$ cat src/rtl/edge_mon_pkg.sv
// rtl/edge_mon_pkg.sv - shared types and helpers for the edge event monitor
package edge_mon_pkg;

  // Which detected edges are queued as events
  typedef enum logic [1:0] {
    SEL_NONE = 2'b00,
    SEL_POS  = 2'b01,
    SEL_NEG  = 2'b10,
    SEL_BOTH = 2'b11
  } edge_sel_e;

  // Widest timestamp any instance may use; narrower TS_W values are zero-extended
  localparam int TS_MAX_W = 32;

  typedef struct packed {
    logic                rising;
    logic [TS_MAX_W-1:0] ts;
  } edge_evt_t;

  // True when a detected edge is one the selector asks to keep
  function automatic logic sel_match(edge_sel_e sel, logic rise, logic fall);
    logic m;
    case (sel)
      SEL_POS:  m = rise;
      SEL_NEG:  m = fall;
      SEL_BOTH: m = rise | fall;
      default:  m = 1'b0;
    endcase
    return m;
  endfunction

endpackage

$ cat src/rtl/edge_event_monitor_if.sv
// rtl/edge_event_monitor_if.sv - event stream handshake between monitor and consumer
// Signals: evt_valid (head present), evt_ready (consumer accepts head),
//          evt_ts (head timestamp), evt_rising (head polarity, 1 = rising).
// master: the monitor driving events; slave: the consumer.
interface edge_event_monitor_if #(
  parameter int TS_W = 16
);
  logic            evt_valid;
  logic            evt_ready;
  logic [TS_W-1:0] evt_ts;
  logic            evt_rising;

  modport master (output evt_valid, output evt_ts, output evt_rising, input evt_ready);
  modport slave  (input evt_valid, input evt_ts, input evt_rising, output evt_ready);
endinterface

$ cat src/rtl/edge_event_fifo.sv
// rtl/edge_event_fifo.sv - small synchronous FIFO holding queued edge events
// Ports: clk, rst (async, active high); push/push_data write the tail when room
// (or when a pop frees a slot the same cycle); pop removes the head when non-empty;
// full/empty status; pop_data shows the head entry.
module edge_event_fifo #(
  parameter int WIDTH = 33,
  parameter int DEPTH = 4
) (
  input  logic             clk,
  input  logic             rst,
  input  logic             push,
  input  logic [WIDTH-1:0] push_data,
  input  logic             pop,
  output logic             full,
  output logic             empty,
  output logic [WIDTH-1:0] pop_data
);
  localparam int AW = $clog2(DEPTH);

  // Pointers carry one extra bit so full and empty are distinguishable
  logic [AW:0]      wr_ptr_q, wr_ptr_d;
  logic [AW:0]      rd_ptr_q, rd_ptr_d;
  logic [WIDTH-1:0] mem_q [DEPTH];
  logic             do_push, do_pop;

  assign empty    = (wr_ptr_q == rd_ptr_q);
  assign full     = (wr_ptr_q[AW] != rd_ptr_q[AW]) &&
                    (wr_ptr_q[AW-1:0] == rd_ptr_q[AW-1:0]);
  assign do_pop   = pop && !empty;
  // A pop in the same cycle frees the slot, so a full FIFO still accepts
  assign do_push  = push && (!full || do_pop);
  assign pop_data = mem_q[rd_ptr_q[AW-1:0]];

  always_comb begin
    wr_ptr_d = wr_ptr_q;
    rd_ptr_d = rd_ptr_q;
    if (do_push) wr_ptr_d = wr_ptr_q + 1'b1;
    if (do_pop)  rd_ptr_d = rd_ptr_q + 1'b1;
  end

  always_ff @(posedge clk or posedge rst) begin
    if (rst) begin
      wr_ptr_q <= '0;
      rd_ptr_q <= '0;
    end else begin
      wr_ptr_q <= wr_ptr_d;
      rd_ptr_q <= rd_ptr_d;
    end
  end

  // Storage needs no reset: the head is only observed while non-empty
  always_ff @(posedge clk) begin
    if (do_push) mem_q[wr_ptr_q[AW-1:0]] <= push_data;
  end
endmodule

$ cat src/rtl/edge_event_monitor.sv
// rtl/edge_event_monitor.sv - synchronizes a signal, strobes its edges and queues timestamped events
// Ports: clk, rst (async, active high); sig_in asynchronous input; edge_sel picks
// queued edges; pos_pulse/neg_pulse/any_pulse one-cycle edge strobes; evt event
// stream (master side); overflow sticky drop flag, cleared by clr_overflow.
module edge_event_monitor
  import edge_mon_pkg::*;
#(
  parameter int SYNC_STAGES = 2,
  parameter int TS_W        = 16,
  parameter int DEPTH       = 4
) (
  input  logic                 clk,
  input  logic                 rst,
  input  logic                 sig_in,
  input  edge_sel_e            edge_sel,
  output logic                 pos_pulse,
  output logic                 neg_pulse,
  output logic                 any_pulse,
  edge_event_monitor_if.master evt,
  output logic                 overflow,
  input  logic                 clr_overflow
);
  logic [SYNC_STAGES-1:0] sync_q;
  // Tracks which sync stages hold real samples rather than reset zeros
  logic [SYNC_STAGES-1:0] vld_q;
  logic                   prev_q;
  logic                   primed_q;
  logic                   pos_q, neg_q;
  logic                   overflow_q, overflow_d;
  logic [TS_W-1:0]        ts_q;

  logic                   rise_d, fall_d;
  logic                   push_req, pop;
  logic                   fifo_full, fifo_empty;
  edge_evt_t              evt_d, head;

  // prev only compares against the sync output once it holds a real sample,
  // so a high input at reset release is not mistaken for a rising edge
  assign rise_d = primed_q &&  sync_q[SYNC_STAGES-1] && !prev_q;
  assign fall_d = primed_q && !sync_q[SYNC_STAGES-1] &&  prev_q;

  assign push_req = sel_match(edge_sel, rise_d, fall_d);
  assign pop      = evt.evt_ready && !fifo_empty;

  always_comb begin
    evt_d        = '0;
    evt_d.rising = rise_d;
    evt_d.ts     = TS_MAX_W'(ts_q);
  end

  always_comb begin
    overflow_d = overflow_q;
    if (push_req && fifo_full && !pop) overflow_d = 1'b1;
    else if (clr_overflow)             overflow_d = 1'b0;
  end

  always_ff @(posedge clk or posedge rst) begin
    if (rst) begin
      sync_q     <= '0;
      vld_q      <= '0;
      prev_q     <= 1'b0;
      primed_q   <= 1'b0;
      pos_q      <= 1'b0;
      neg_q      <= 1'b0;
      ts_q       <= '0;
      overflow_q <= 1'b0;
    end else begin
      sync_q     <= {sync_q[SYNC_STAGES-2:0], sig_in};
      vld_q      <= {vld_q[SYNC_STAGES-2:0], 1'b1};
      prev_q     <= sync_q[SYNC_STAGES-1];
      primed_q   <= vld_q[SYNC_STAGES-1];
      pos_q      <= rise_d;
      neg_q      <= fall_d;
      ts_q       <= ts_q + 1'b1;
      overflow_q <= overflow_d;
    end
  end

  edge_event_fifo #(
    .WIDTH($bits(edge_evt_t)),
    .DEPTH(DEPTH)
  ) u_fifo (
    .clk      (clk),
    .rst      (rst),
    .push     (push_req),
    .push_data(evt_d),
    .pop      (pop),
    .full     (fifo_full),
    .empty    (fifo_empty),
    .pop_data (head)
  );

  assign pos_pulse      = pos_q;
  assign neg_pulse      = neg_q;
  assign any_pulse      = pos_q | neg_q;
  assign overflow       = overflow_q;
  // Head fields are forced to zero while empty so reset and idle read 0
  assign evt.evt_valid  = !fifo_empty;
  assign evt.evt_ts     = fifo_empty ? '0 : TS_W'(head.ts);
  assign evt.evt_rising = !fifo_empty && head.rising;
endmodule

$ cat src/flat_wrapper.sv
// flat-port wrapper written by rule: the top's interface ports become plain ports
module edge_event_monitor_flat import edge_mon_pkg::*;
#(
  parameter int SYNC_STAGES = 2,
  parameter int TS_W        = 16,
  parameter int DEPTH       = 4
)
  (clk, rst, sig_in, edge_sel, pos_pulse, neg_pulse, any_pulse, overflow, clr_overflow, evt_evt_valid, evt_evt_ts, evt_evt_rising, evt_evt_ready);
  edge_event_monitor_if #(.TS_W(TS_W)) evt_i ();
  input  logic clk;
  input  logic rst;
  input  logic sig_in;
  input  edge_sel_e edge_sel;
  output logic pos_pulse;
  output logic neg_pulse;
  output logic any_pulse;
  output logic overflow;
  input  logic clr_overflow;
  output wire logic [$bits(evt_i.evt_valid)-1:0] evt_evt_valid;
  output wire logic [$bits(evt_i.evt_ts)-1:0] evt_evt_ts;
  output wire logic [$bits(evt_i.evt_rising)-1:0] evt_evt_rising;
  input wire logic [$bits(evt_i.evt_ready)-1:0] evt_evt_ready;
  assign evt_evt_valid = evt_i.evt_valid;
  assign evt_evt_ts = evt_i.evt_ts;
  assign evt_evt_rising = evt_i.evt_rising;
  assign evt_i.evt_ready = evt_evt_ready;
  edge_event_monitor #(.SYNC_STAGES(SYNC_STAGES), .TS_W(TS_W), .DEPTH(DEPTH)) u_core (.clk(clk), .rst(rst), .sig_in(sig_in), .edge_sel(edge_sel), .pos_pulse(pos_pulse), .neg_pulse(neg_pulse), .any_pulse(any_pulse), .evt(evt_i), .overflow(overflow), .clr_overflow(clr_overflow));
endmodule
$ cat config.mk
export PLATFORM = sky130hd
export DESIGN_NAME = edge_event_monitor_flat
export DESIGN_NICKNAME = d
export VERILOG_FILES = /design/src/rtl/edge_mon_pkg.sv /design/src/rtl/edge_event_monitor_if.sv /design/src/rtl/edge_event_fifo.sv /design/src/rtl/edge_event_monitor.sv /design/src/flat_wrapper.sv
export SDC_FILE = /design/constraint.sdc
export NUM_CORES = 1
export LEC_CHECK = 0
export ABC_AREA = 0
export CAP_MARGIN = 40
export CORE_UTILIZATION = 35
export DETAILED_ROUTE_END_ITERATION = 7
export MAX_ROUTING_LAYER = met4
export PLACE_DENSITY_LB_ADDON = 0.25
export SLEW_MARGIN = 20
export SYNTH_ARGS = -nofsm -noshare
export SYNTH_HDL_FRONTEND = slang
export SYNTH_SLANG_ARGS = --single-unit
$ cat constraint.sdc
create_clock -name clk -period 2.5 [get_ports clk]
set_clock_uncertainty 0.1 [all_clocks]
set_input_delay 0.375 -clock clk [delete_from_list [all_inputs] [get_ports clk]]
set_output_delay 0.375 -clock clk [all_outputs]
set_load 0.05 [all_outputs]
==> results.txt <==
- Area share of xor/xnor cells in the synthesized design: 4.64%
- Buffers inserted to repair hold after CTS numbered 0.
- The cell that appears most often on the critical path is sky130_fd_sc_hd__buf_4.
* Pin count of the biggest net entering global routing: 32
- Grouping stages by cell kind, the critical path spends the most delay in simple AND/OR/NAND/NOR gates.
* Post-synth top flop: sky130_fd_sc_hd__edfxtp_1
- Share of the clock period used by the worst path: 94.1%
- Worst hold-check path type: reg2reg
- Via count of the first global-routing pass: 1967
- The longest clock path from root to sink contains 2 buffers.
- Layout filler cell count: 958
* Main combinational cell family by area after synthesis: multiplexers
- Setup violations remaining at the end of the flow were counted as 0.
* Maximum vdd ir drop: 0.810 mV
- Of the post-synthesis cell area, the part taken by muxes is around a tenth.
- Number of nets in the final layout: 275
- CTS built an H-tree with a depth of 3.
* Average via count per standard cell: 4.66
- Max-slew violation total from the final report: 0
* Worst hold path stage count: 0
- The setup path with the least slack is of type reg2out.
- The number of nets handed over by synthesis was 230.
- The synthesized design contains 99 register bits.
- Number of instances in the synthesized netlist: 217
- Estimated wirelength of the detail-placed design: 4130 um
- For this design, the sink count on the clock tree is between 90 and 100.
* Top post-synthesis cells by area: sky130_fd_sc_hd__edfxtp_1 51%, sky130_fd_sc_hd__dfrtp_1 20%, sky130_fd_sc_hd__mux4_2 9.7%
- For this block, the initial DRC count from the detailed router was 60.
- Quantity of gates resized following cts: 0
- Buffers inserted by post-CTS timing repair: 0
- Vertical extent of the die: 108 um
* Fin crit period: 2.35 ns
- Once the floorplan was initialized, standard cells occupied a little over a third of the core.
- TritonCTS clock tree: done
* Kind of start point of the critical path: flop
- The design draws 6010 uW.
- Post-synthesis sequential area ratio: a little under three quarters
- At the pin with the least slew margin, the transition time is roughly 0.50 ns.
* GR Overflow Total: 0
- Worst path required time: 2.03 ns
- Summed over its instances, the top area cell type makes up between 50 and 60% of the synthesized netlist area.
- Final routed wire length divided by cell count: approximately 16 um
* Ys Warns: 0
* Hold_sp: u_core.sync_q[0]$_DFF_PP0_
- Along the worst path, the maximum fanout reaches 10.
* Layout cells sized above 1: 28.1%
- Antenna diode count: 0
* Area of all sequential standard cells: 2820 um2
- Number of different library cells in the post-synthesis netlist: 34
- The worst hold path terminates at u_core.sync_q[1]$_DFF_PP0_.
* Post-synthesis instance area: 3970 um2
* Clock latency of the later-clocked register in the worst-skew pair: 0.34 ns
* Reg2Reg Launch Point: u_core.prev_q$_DFF_PP0_
* Number of hold violations in the final report: 0
- For this design the static power due to leakage is 0.00178 uW.
- Highest cell delay on the worst timing path: 0.44 ns
- After synthesis, the share of flip-flops with an asynchronous set or reset is approximately 31%.
* Post-detailed-route count of antenna-violating nets: 0
- Summing over every cut layer, the via total after detailed routing is 1895.
* Wire length of the first global-routing pass: 10300 um
- Slack of the worst reg-to-reg path: between 0.5 and 0.6 ns
- RSZ-0062 raised after global routing: false
- Worst-path cell with the longest stage delay: sky130_fd_sc_hd__dfrtp_1
- Detailed Routing Iterations Pass 1: 4
- Fmax: ~420 MHz
- DP Area: between 4000 and 5000 um2
- Synthesized-area fraction occupied by adder cells: 1.89%
* Endpoint arrival time on the critical path: ~1.9 ns
* Placement row count: 38
- Pin placement for this block handled 29 I/O pins.
* Area leader, netlist: sky130_fd_sc_hd__edfxtp_1
- After clock tree synthesis, the clock-pin slew on the worst setup and hold paths is ~0.070 ns.
* Terminus of the critical flop-to-flop path: u_core.u_fifo.mem_q[2][6]$_DFFE_PP_
- TritonCTS created 9 clock buffers.
* Count of maximum capacitance violations: 0
- The number of antenna violations at the first check in global routing is 0.
- Power per Cell Area: 1250 nW/um2
- Across every metal layer, demand over resource in global routing totals 12.8%.
- Sort of element at the end of the critical path: output pin
- Number of flops mapped to enable cells by yosys: 68
- During placement, the flow inserted port buffers numbering 28.
- Compound-cell area share of the yosys netlist: 0.473%
* Area of the placeable core: 10900 um2
- The multi-input combinational cells in the finished layout cover a total of between 1000 and 1500 um2.
* CTS root buffer: sky130_fd_sc_hd__clkbuf_16
- Adding up every negative setup slack in the final design gives 0 ns.
* Status: complete, no violations
- DRT Wirelength: 6380 um
- Relative to the synthesized area, the layout overhead comes to 21.0%.
- Die Footprint: 11800 um2
- Tightest slew margin relative to the limit: 66.7%
- Die Wd: 108 um
- Final RePlAce weighted congestion: 0.703
* DRC violation count after routing: 0
- Critical path buffers and inverters: 2
* Cells traversed along the worst timing path: xnor2_1, and3b_1, buf_4, nor2b_1, buf_4
- Total non-filler cell area in the finished layout: 4800 um2
- Post-synthesis area per instance: 18.3 um2
* Length in cells of the worst reg-to-reg path: 5
- Number of cells on the critical path: 5
- The synthesized netlist devotes under 10% of its cell area to simple gates.
==> cells in the final DEF, fill, tap and decap left out, drive strengths merged, types with 3 or more instances in the layout <==
| cell type | netlist | routed |
|---|---|---|
| inv | 9 | 9 |
| nand3 | 6 | 6 |
| edfxtp | 68 | 68 |
| nand2 | 5 | 5 |
| clkdlybuf4s50 | 0 | 10 |
| nor2b | 18 | 18 |
| nor2 | 6 | 6 |
| nand4 | 3 | 3 |
| xnor2 | 11 | 11 |
| clkbuf | 1 | 12 |
| mux4 | 17 | 17 |
| clkinv | 0 | 3 |
| xor2 | 10 | 10 |
| dfrtp | 31 | 31 |
| and2 | 4 | 4 |
| buf | 5 | 30 |
| ha | 6 | 6 |
| nor3 | 3 | 3 |
==> cell usage after synthesis, types with 2 or more instances <==
library cell / count
sky130_fd_sc_hd__edfxtp_1: 68
sky130_fd_sc_hd__dfrtp_1: 31
sky130_fd_sc_hd__nor2b_1: 18
sky130_fd_sc_hd__mux4_2: 17
sky130_fd_sc_hd__xnor2_1: 11
sky130_fd_sc_hd__xor2_1: 10
sky130_fd_sc_hd__inv_1: 9
sky130_fd_sc_hd__ha_1: 6
sky130_fd_sc_hd__nand3_1: 6
sky130_fd_sc_hd__nand2_1: 5
sky130_fd_sc_hd__nor2_1: 5
sky130_fd_sc_hd__and2_1: 4
sky130_fd_sc_hd__nor3_1: 3
sky130_fd_sc_hd__buf_4: 2
sky130_fd_sc_hd__buf_6: 2
sky130_fd_sc_hd__nand4_1: 2
==> power by group <==
part	switching [uW]	internal (uW)
Combinational	1620	950
Sequential	72.3	1870
Clock	574	925
==> worst reg2reg max path, cell delays in order (launching register included) <==
cell                      delay (ns)
sky130_fd_sc_hd__dfrtp_1        0.41
sky130_fd_sc_hd__and4b_1        0.27
sky130_fd_sc_hd__a31oi_2        0.07
sky130_fd_sc_hd__nor2_4         0.14
sky130_fd_sc_hd__and2_1         0.40
sky130_fd_sc_hd__buf_6          0.22
==> worst max-delay path by stage <==
stage                                           endpoint                                  start
CTS                                        evt_evt_ts[6]  u_core.u_fifo.wr_ptr_q[1]$_DFFE_PP0N_
global placement    u_core.u_fifo.mem_q[1][12]$_DFFE_PP_                          evt_evt_ready
detailed placement  u_core.u_fifo.mem_q[2][14]$_DFFE_PP_                          evt_evt_ready
floorplan                                 evt_evt_ts[10]  u_core.u_fifo.rd_ptr_q[1]$_DFFE_PP0P_
finish                                     evt_evt_ts[6]  u_core.u_fifo.wr_ptr_q[1]$_DFFE_PP0N_
global route                              evt_evt_ts[13]  u_core.u_fifo.wr_ptr_q[1]$_DFFE_PP0N_
==> registers in the layout, summed over array words and instances, names as in the netlist <==
register / cells
u_core.ts_q: 16
u_core.neg_pulse: 1
u_core.primed_q: 1
u_core.vld_q: 2
u_core.u_fifo.mem_q: 68
u_core.sync_q: 2
u_core.u_fifo.wr_ptr_q: 3
u_core.pos_pulse: 1
u_core.overflow: 1
u_core.u_fifo.rd_ptr_q: 3
u_core.prev_q: 1
==> area by class of cell <==
cell class	count	share of cell area, %
inverter	9	0.704
multi-input combinational	103	22.2
clock buffer	12	6.03
tap	140	3.65
sequential	99	58.7
clock inverter	4	1.10
timing repair buffer	40	7.54
==> logic make-up after synthesis <==
group	count (synthesis)
AOI/OAI and AO/OA	2
xor gates and xnor gates	21
adders and majority gates	6
buffers and inverters	15
DFF	99
muxes	19
other	1
and+or+nand+nor	54
==> per-stage QoR <==
stage	hold slack, ns	util, %	instances	worst slack, ns
finish	0.249	43.9	407	0.147
floorplan	0.231	-	217	0.164
detailed placement	0.236	40.5	389	0.0452
global placement	0.232	40.5	389	0.0704
CTS	0.252	43.6	405	0.127
global route	0.261	43.9	407	0.0424
==> routing by layer <==
metal	wire [um]	vias up	GRT usage [%]
li1	-	899	-
met1	3020	961	16.3
met2	3030	25	18.8
met3	168	10	2.89
met4	152	0	7.24
met5	0	-	-
(Power assumes the default switching activity.)
